**src/rtl/reg_dump_reader_if.sv**
```systemverilog
// reg_dump_reader_if: register-file extra read port plus dump control and valid/ready word stream
interface reg_dump_reader_if #(parameter int ADDR_W = 5, parameter int DATA_W = 32);
  logic              start;
  logic [ADDR_W-1:0] firstReg;
  logic [ADDR_W-1:0] lastReg;
  logic [ADDR_W-1:0] regAddr;
  logic [DATA_W-1:0] regData;
  logic              outValid;
  logic              outReady;
  logic [ADDR_W-1:0] outIndex;
  logic [DATA_W-1:0] outData;
  logic              busy;
  logic              done;
  modport master (output start, firstReg, lastReg, regData, outReady,
                  input  regAddr, outValid, outIndex, outData, busy, done);
  modport slave  (input  start, firstReg, lastReg, regData, outReady,
                  output regAddr, outValid, outIndex, outData, busy, done);
endinterface

```
**src/rtl/reg_dump_reader.sv**
```systemverilog
// reg_dump_reader: walks a latched register range over the extra read port and streams {index, value} words
module reg_dump_reader #(
  parameter int NUM_REGS = 32,
  parameter int ADDR_W   = 5,
  parameter int DATA_W   = 32
) (
  input logic              clk,
  input logic              reset,
  reg_dump_reader_if.slave bus
);
  localparam logic [1:0] IDLE = 2'd0;
  localparam logic [1:0] READ = 2'd1;
  localparam logic [1:0] WAIT = 2'd2;
  localparam logic [1:0] DONE = 2'd3;
  logic [1:0]        state_q, state_d;
  logic [ADDR_W-1:0] idx_q, idx_d;
  logic [ADDR_W-1:0] last_q, last_d;
  logic [ADDR_W-1:0] out_index_q, out_index_d;
  logic [DATA_W-1:0] out_data_q, out_data_d;
  logic              out_valid_q, out_valid_d;
  logic              done_q, done_d;
  logic              accept, at_last;
  assign accept  = out_valid_q && bus.outReady;
  assign at_last = idx_q == last_q;
  // Index wraps NUM_REGS-1 -> 0 through natural ADDR_W-bit overflow (NUM_REGS is a power of two)
  always_comb begin
    state_d     = state_q;
    idx_d       = idx_q;
    last_d      = last_q;
    out_index_d = out_index_q;
    out_data_d  = out_data_q;
    out_valid_d = out_valid_q;
    done_d      = 1'b0;
    case (state_q)
      IDLE: if (bus.start) begin
        idx_d   = bus.firstReg;
        last_d  = bus.lastReg;
        state_d = READ;
      end
      READ: begin
        out_data_d  = bus.regData;
        out_index_d = idx_q;
        out_valid_d = 1'b1;
        state_d     = WAIT;
      end
      WAIT: if (accept) begin
        out_valid_d = 1'b0;
        done_d      = at_last;
        idx_d       = at_last ? idx_q : idx_q + 1'b1;
        state_d     = at_last ? DONE : READ;
      end
      default: state_d = IDLE;
    endcase
  end
  always_ff @(posedge clk) begin
    if (reset) begin
      state_q     <= IDLE;
      idx_q       <= '0;
      last_q      <= '0;
      out_index_q <= '0;
      out_data_q  <= '0;
      out_valid_q <= 1'b0;
      done_q      <= 1'b0;
    end else begin
      state_q     <= state_d;
      idx_q       <= idx_d;
      last_q      <= last_d;
      out_index_q <= out_index_d;
      out_data_q  <= out_data_d;
      out_valid_q <= out_valid_d;
      done_q      <= done_d;
    end
  end
  assign bus.regAddr  = state_q == READ ? idx_q : '0;
  assign bus.busy     = state_q == READ || state_q == WAIT;
  assign bus.outValid = out_valid_q;
  assign bus.outIndex = out_index_q;
  assign bus.outData  = out_data_q;
  assign bus.done     = done_q;
endmodule

```
**src/flat_wrapper.sv**
```systemverilog
// flat-port wrapper written by rule: the top's interface ports become plain ports
module reg_dump_reader_flat 
#(
  parameter int NUM_REGS = 32,
  parameter int ADDR_W   = 5,
  parameter int DATA_W   = 32
)
  (clk, reset, bus_start, bus_firstReg, bus_lastReg, bus_regData, bus_outReady, bus_regAddr, bus_outValid, bus_outIndex, bus_outData, bus_busy, bus_done);
  reg_dump_reader_if #(.ADDR_W(ADDR_W), .DATA_W(DATA_W)) bus_i ();
  input logic clk;
  input logic reset;
  input wire logic [$bits(bus_i.start)-1:0] bus_start;
  input wire logic [$bits(bus_i.firstReg)-1:0] bus_firstReg;
  input wire logic [$bits(bus_i.lastReg)-1:0] bus_lastReg;
  input wire logic [$bits(bus_i.regData)-1:0] bus_regData;
  input wire logic [$bits(bus_i.outReady)-1:0] bus_outReady;
  output wire logic [$bits(bus_i.regAddr)-1:0] bus_regAddr;
  output wire logic [$bits(bus_i.outValid)-1:0] bus_outValid;
  output wire logic [$bits(bus_i.outIndex)-1:0] bus_outIndex;
  output wire logic [$bits(bus_i.outData)-1:0] bus_outData;
  output wire logic [$bits(bus_i.busy)-1:0] bus_busy;
  output wire logic [$bits(bus_i.done)-1:0] bus_done;
  assign bus_i.start = bus_start;
  assign bus_i.firstReg = bus_firstReg;
  assign bus_i.lastReg = bus_lastReg;
  assign bus_i.regData = bus_regData;
  assign bus_i.outReady = bus_outReady;
  assign bus_regAddr = bus_i.regAddr;
  assign bus_outValid = bus_i.outValid;
  assign bus_outIndex = bus_i.outIndex;
  assign bus_outData = bus_i.outData;
  assign bus_busy = bus_i.busy;
  assign bus_done = bus_i.done;
  reg_dump_reader #(.NUM_REGS(NUM_REGS), .ADDR_W(ADDR_W), .DATA_W(DATA_W)) u_core (.clk(clk), .reset(reset), .bus(bus_i));
endmodule
```
**config.mk**
```make
export PLATFORM = sky130hd
export DESIGN_NAME = reg_dump_reader_flat
export DESIGN_NICKNAME = d
export VERILOG_FILES = /design/src/rtl/reg_dump_reader_if.sv /design/src/rtl/reg_dump_reader.sv /design/src/flat_wrapper.sv
export SDC_FILE = /design/constraint.sdc
export NUM_CORES = 1
export LEC_CHECK = 0
export BUFFER_PORTS_ARGS = -buffer_cell sky130_fd_sc_hd__buf_2
export CAP_MARGIN = 5
export CORE_MARGIN = 3
export CORE_UTILIZATION = 50
export CTS_BUF_LIST = sky130_fd_sc_hd__clkbuf_16
export CTS_CLUSTER_SIZE = 25
export DETAILED_ROUTE_END_ITERATION = 6
export PLACE_DENSITY = 0.84
export SLEW_MARGIN = 20
export SYNTH_ARGS = -nofsm -noshare
export SYNTH_HDL_FRONTEND = slang
export SYNTH_SLANG_ARGS = --single-unit
```
**constraint.sdc**
```tcl
create_clock -name clk -period 3.11 [get_ports clk]
set_clock_uncertainty 0.15 [all_clocks]
set_input_delay 0.622 -clock clk [delete_from_list [all_inputs] [get_ports clk]]
set_output_delay 0.622 -clock clk [all_outputs]
set_load 0.02 [all_outputs]
```
Word level (Yosys, flattened, before mapping)
Index checks and enable logic that the tools add are counted.
{"block": "totals", "register_bits": 51, "input_bits": 46, "out_inout_bits": 45}
{"block": "op_classes", "n_addsub": 1, "n_eq_ne": 6, "muxes": 11, "bitwise_logic": 2, "reduce_logical": 10}
{"cell": "$mux W5", "n": 4}
{"cell": "$pmux W5 S2", "n": 1}
{"cell": "$mux W2", "n": 3}
{"cell": "$pmux W2 S3", "n": 1}
{"cell": "$reduce_and A2 Y1", "n": 3}
{"cell": "$add A5 B1 Y5 const B", "n": 1}
{"cell": "$eq A5 B5 Y1", "n": 1}
{"cell": "$ne A2 B2 Y1 const B", "n": 2}
{"cell": "$reduce_and A4 Y1", "n": 1}
{"cell": "$reduce_bool A2 Y1", "n": 2}
{"cell": "$reduce_or A3 Y1", "n": 1}
{"cell": "$eq A2 B1 Y1 const B", "n": 1}
{"cell": "$eq A2 B2 Y1 const B", "n": 1}
{"cell": "$logic_not A2 Y1", "n": 1}
{"cell": "$ne A2 B1 Y1 const B", "n": 1}
{"cell": "$not A1 Y1", "n": 2}
{"cell": "$pmux W1 S2", "n": 1}
{"cell": "$logic_and A1 B1 Y1", "n": 1}
{"cell": "$logic_or A1 B1 Y1", "n": 1}
{"cell": "$mux W1", "n": 1}

Longest topological paths before layout
{"block": "depth", "depth_word": 4, "mapped_depth": 8, "mapped_depth_nobuf": 7}

Least setup slack after synthesis
Ideal clock, no wire load.
{"block": "synth_path", "path_type": "register to output", "startpoint": "register u_core.state_q[1]", "endpoint": "output bus_regAddr[0]", "t_arrival_ns": 1.265, "required_time_ns": 2.338, "path_slack_ns": 1.073, "path_stages_with_launch": 6, "cell_sequence": "dfxtp_1 > inv_1 > ha_1 > clkbuf_1 > inv_1 > nor2_1"}
{"block": "synth_via", "elab_chain_cells": 2}
{"item": "from (decl)", "line_no": "reg_dump_reader.sv:15", "source": "logic [1:0] state_q, state_d;"}
{"item": "from (signal assigned)", "line_no": "reg_dump_reader.sv:65", "source": "state_q <= state_d;"}
{"item": "$eq A2 B1 Y1", "line_no": "reg_dump_reader.sv:74", "source": "assign bus.regAddr = state_q == READ ? idx_q : '0;"}
{"item": "$mux W5", "line_no": "reg_dump_reader.sv:74"}
{"item": "to (decl)", "line_no": "flat_wrapper.sv:17", "source": "output wire logic [$bits(bus_i.regAddr)-1:0] bus_regAddr;"}
Every way passes these cells.

Worst setup path in the final report
Same ends and word-level chain as after synthesis.

==> qor_table.md <==
| Stage | Result | Reported |
| --- | --- | --- |
| final layout | Total area of sequential cells | 1020 sq um |
| global route | Antenna violations before repair | 0 |
| setup path | Launching point of the worst reg2reg path | u_core.state_q[0]$_SDFFE_PP0P_ |
| sta | Worst-case headroom to the max-slew limit | 62.3% |
| setup path | CP endpoint kind | primary output |
| clock tree | CTS tree | built |
| logic synthesis | Area share of fa/ha/maj cells after synthesis | 3.04% |
| global route | Met2 usage | 28.4% |
| drt | Post-DR wirelength/cell | 12.8 um |
| drt | 1st-iter DRT viols | 133 |
| power and ir drop | Largest vdd supply drop | 0.538 mV |
| drt | Via count | 1787 |
| logic synthesis | Dominant combinational cell family by area after synthesis | multiplexers |
| logic synthesis | Post-synthesis share of cell area spent on xor and xnor gates | 2.13% |
| die | Die Area | 4920 sq um |
| setup path | Crit Path Category | reg2out |
| final layout | Fraction of layout instances using a drive strength above 1 | 33.1% |
| global route | Total track usage | 18.9% |
| global route | First-pass GRT wire length | 7590 um |
| die | Die width | 70.2 um |
| placed design | Routability congestion estimate | 0.818 |
| sta | Final setup fails | 0 |
| clock tree | Clock-pin slew reported for the worst setup and hold paths after clock tree synthesis | 0.06 ns |
| placed design | Quantity of I/O buffers inserted on ports | 90 |
| flow run | Total of max-cap violations | 0 |
| drt | Vias/cell | 5.02 |
| logic synthesis | Area share of the largest cell type after synthesis | 49.6% |
| clock tree | Post_cts resized | 0 |
| logic synthesis | Synthesized area | 2060 sq um |
| sta | Actual transition at the worst max-transition pin | 0.566 ns |
| logic synthesis | Post-synth EDFFs | 0 |
| die | Boundary pin count | 91 |
| drt | Detailed Routing Iterations Pass 1 | 4 |
| logic synthesis | Area fraction in compound gates after synthesis | 8.88% |
| logic synthesis | Cell types occupying the most area after synthesis | sky130_fd_sc_hd__dfxtp_1 (50%), sky130_fd_sc_hd__mux2i_1 (17%), sky130_fd_sc_hd__nor2_1 (7.5%) |
| setup path | WP data arrival | 1.68 ns |
| logic synthesis | Count of mapped cells out of synthesis | 221 |
| sta | Max-slew violation total from the final report | 0 |
| die | Initial cell density of the core | 53.8% |
| clock tree | Worst-case clock buffer depth | 2 |
| sta | RSZ-0062 raised after global routing | false |
| final layout | Number of antenna repair diodes | 0 |
| final layout | Layout fillers | 316 |
| sta | Final period demand of the worst path | 2.45 ns |
| global route | Global routing met3 resource utilization | 5.76% |
| die | Vertical die dimension | 70.2 um |
| logic synthesis | Share of synthesized cell area in and, or, nand and nor gates | 15.9% |
| min path | Min-delay src | u_core.last_q[0]$_SDFFE_PP0P_ |
| die | Row Count | 22 |
| clock tree | Post CTS Setup Buffer Count | 0 |
| clock tree | Source-to-sink clock delay at the later pin of the worst-skew pair | 0.28 ns |
| drt | Total detailed-routing wirelength | 4560 um |
| final layout | Layout-stage area growth over the synthesis result | 30.0% |
| logic synthesis | Library cells used by synthesis | 27 |
| logic synthesis | Commonest register cell after synthesis | sky130_fd_sc_hd__dfxtp_1 |
| logic synthesis | Mean cell area of the mapped netlist | 9.31 sq um |
| logic synthesis | Total of warnings raised by yosys | 0 |
| logic synthesis | Multiplexer share of the synthesized area | 16.5% |
| logic synthesis | Cell with the most instances after synthesis | sky130_fd_sc_hd__dfxtp_1 |
| clock tree | Maximum level of the CTS H-tree | 2 |
| global route | GRT overflow | 0 |
| min path | Class of the worst hold path | reg2reg |
| logic synthesis | Post-synthesis cell type with the largest combined area | sky130_fd_sc_hd__dfxtp_1 |
| sta | Post-route fraction of the period consumed by the critical path | 78.7% |
| global route | Vias in the first global route | 1613 |
| global route | Largest net degree at the start of global routing | 34 |
| placed design | Half-perimeter wire length of the detailed placement result | 3370 um |
| power and ir drop | Power density over the cells | 921 nW/um^2 |
| logic synthesis | Proportion of synthesized chip area in sequential cells | 49.6% |
| logic synthesis | Synthesized net count | 272 |
| clock tree | CTS buffer count | 5 |
| drt | Count of antenna-violating nets left after detailed routing | 0 |
| global route | Most Used Layer, Global Route | met2 |
| die | Core Region | 3830 sq um |
| drt | Remaining DRCs | 0 |
| logic synthesis | Leading cell types by count after synthesis | sky130_fd_sc_hd__dfxtp_1 (51), sky130_fd_sc_hd__nor2_1 (41), sky130_fd_sc_hd__mux2i_1 (34) |
| final layout | # nets final | 358 |
| setup path | Maximum fanout along the worst path | 15 |
| sta | Final hold violations | 0 |
| status | Result of the run | finished, final reports clean |
| setup path | Data required time of the worst path | 2.34 ns |
| sta | Setup TNS | 0 ns |
| setup path | Launch point of the worst path | u_core.state_q[1]$_SDFFE_PP0P_ |
| final layout | Multi-input combinational cell area | 958 sq um |
| logic synthesis | Synthesized flop and latch total | 51 |
| sta | Max Clk Rate | 409 MHz |
| global route | Met1 layer usage reported by global route | 26.8% |
| final layout | Final core area utilization | 69.9% |
| clock tree | Clock root buffer master | sky130_fd_sc_hd__clkbuf_16 |
| setup path | Type of origin of the critical path | flop |
| clock tree | Clk sinks | 51 |
| power and ir drop | LEAKAGE | 0.00126 uW |
| logic synthesis | Asr flop ratio synth | 0% |
| clock tree | Hold Buf Count CTS | 0 |
area by class of cell:
type / instances / share of cell area, %
tap: 48 / 2.24
timing repair buffer: 92 / 17.4
inverter: 7 / 0.982
multi-input combinational: 150 / 35.8
sequential: 51 / 38.1
clock inverter: 3 / 0.748
clock buffer: 5 / 4.68
sequential cells by signal (all words and copies together) (netlist names):
name,cells
u_core.bus.outIndex,5
u_core.bus.outData,32
u_core.idx_q,5
u_core.last_q,5
u_core.bus.outValid,1
u_core.state_q,2
u_core.bus.done,1
cells in the final DEF, fill, tap and decap left out, drive strengths merged:
| cell | n |
|---|---|
| buf | 92 |
| dfxtp | 51 |
| nor2 | 41 |
| mux2i | 34 |
| a21oi | 21 |
| nand2 | 11 |
| nand3 | 7 |
| inv | 6 |
| xnor2 | 5 |
| nor3 | 5 |
| clkbuf | 5 |
| ha | 5 |
| o32ai | 4 |
| and2 | 4 |
| clkinv | 3 |
| o21ai | 3 |
| nand2b | 2 |
| nand4 | 1 |
| or2b | 1 |
| or2 | 1 |
| nor2b | 1 |
| a211oi | 1 |
| a211o | 1 |
| or3 | 1 |
| a22oi | 1 |
| clkinvlp | 1 |
per-layer routing:
metal | part of all wire, % | vias up
met3 | 6.8 | 2
met1 | 48 | 793
met4 | 0.37 | 0
met5 | 0 | -
met2 | 45 | 72
li1 | - | 920
cell families after synthesis:
| group | Yosys count |
|---|---|
| compound gates | 31 |
| xor+xnor | 5 |
| fa+ha+maj | 5 |
| buf+inv | 20 |
| flops | 51 |
| mux | 34 |
| simple gates | 75 |
path summary, 6_finish.rpt:
check                                       end  slack, ns  cells past startpoint
setup / recovery                 bus_regAddr[0]       0.66                      5
hold / removal    u_core.last_q[0]$_SDFFE_PP0P_       0.32                      2
setup reg to reg   u_core.idx_q[3]$_SDFFE_PP0P_       1.13                      6
hold reg to reg   u_core.last_q[0]$_SDFFE_PP0P_       0.32                      2
stage by stage:
stage | setup WS (ns) | hold slack [ns] | instances | power (uW) | area, sq um
after detailed placement | 0.966 | 0.314 | 348 | 1950 | 2530
after floorplan | 1.07 | 0.300 | 221 | 1680 | 2060
after global routing | 0.528 | 0.344 | 356 | 2620 | 2680
after global placement | 1.04 | 0.307 | 348 | 1920 | 2530
after CTS | 0.663 | 0.322 | 356 | 2480 | 2680
final | 0.662 | 0.317 | 356 | 2460 | 2680
critical path, stage by stage, from the launching register on:
cell and delay (ns):
sky130_fd_sc_hd__dfxtp_1 0.35, sky130_fd_sc_hd__inv_1 0.09, sky130_fd_sc_hd__ha_2 0.41, sky130_fd_sc_hd__inv_1 0.19, sky130_fd_sc_hd__nor2_1 0.17, sky130_fd_sc_hd__buf_2 0.18
where the power goes:
group / switching [uW] / internal (uW)
Combinational: 605 / 418
Sequential: 111 / 808
Clock: 225 / 296
Power figures use the tool's default switching activity.
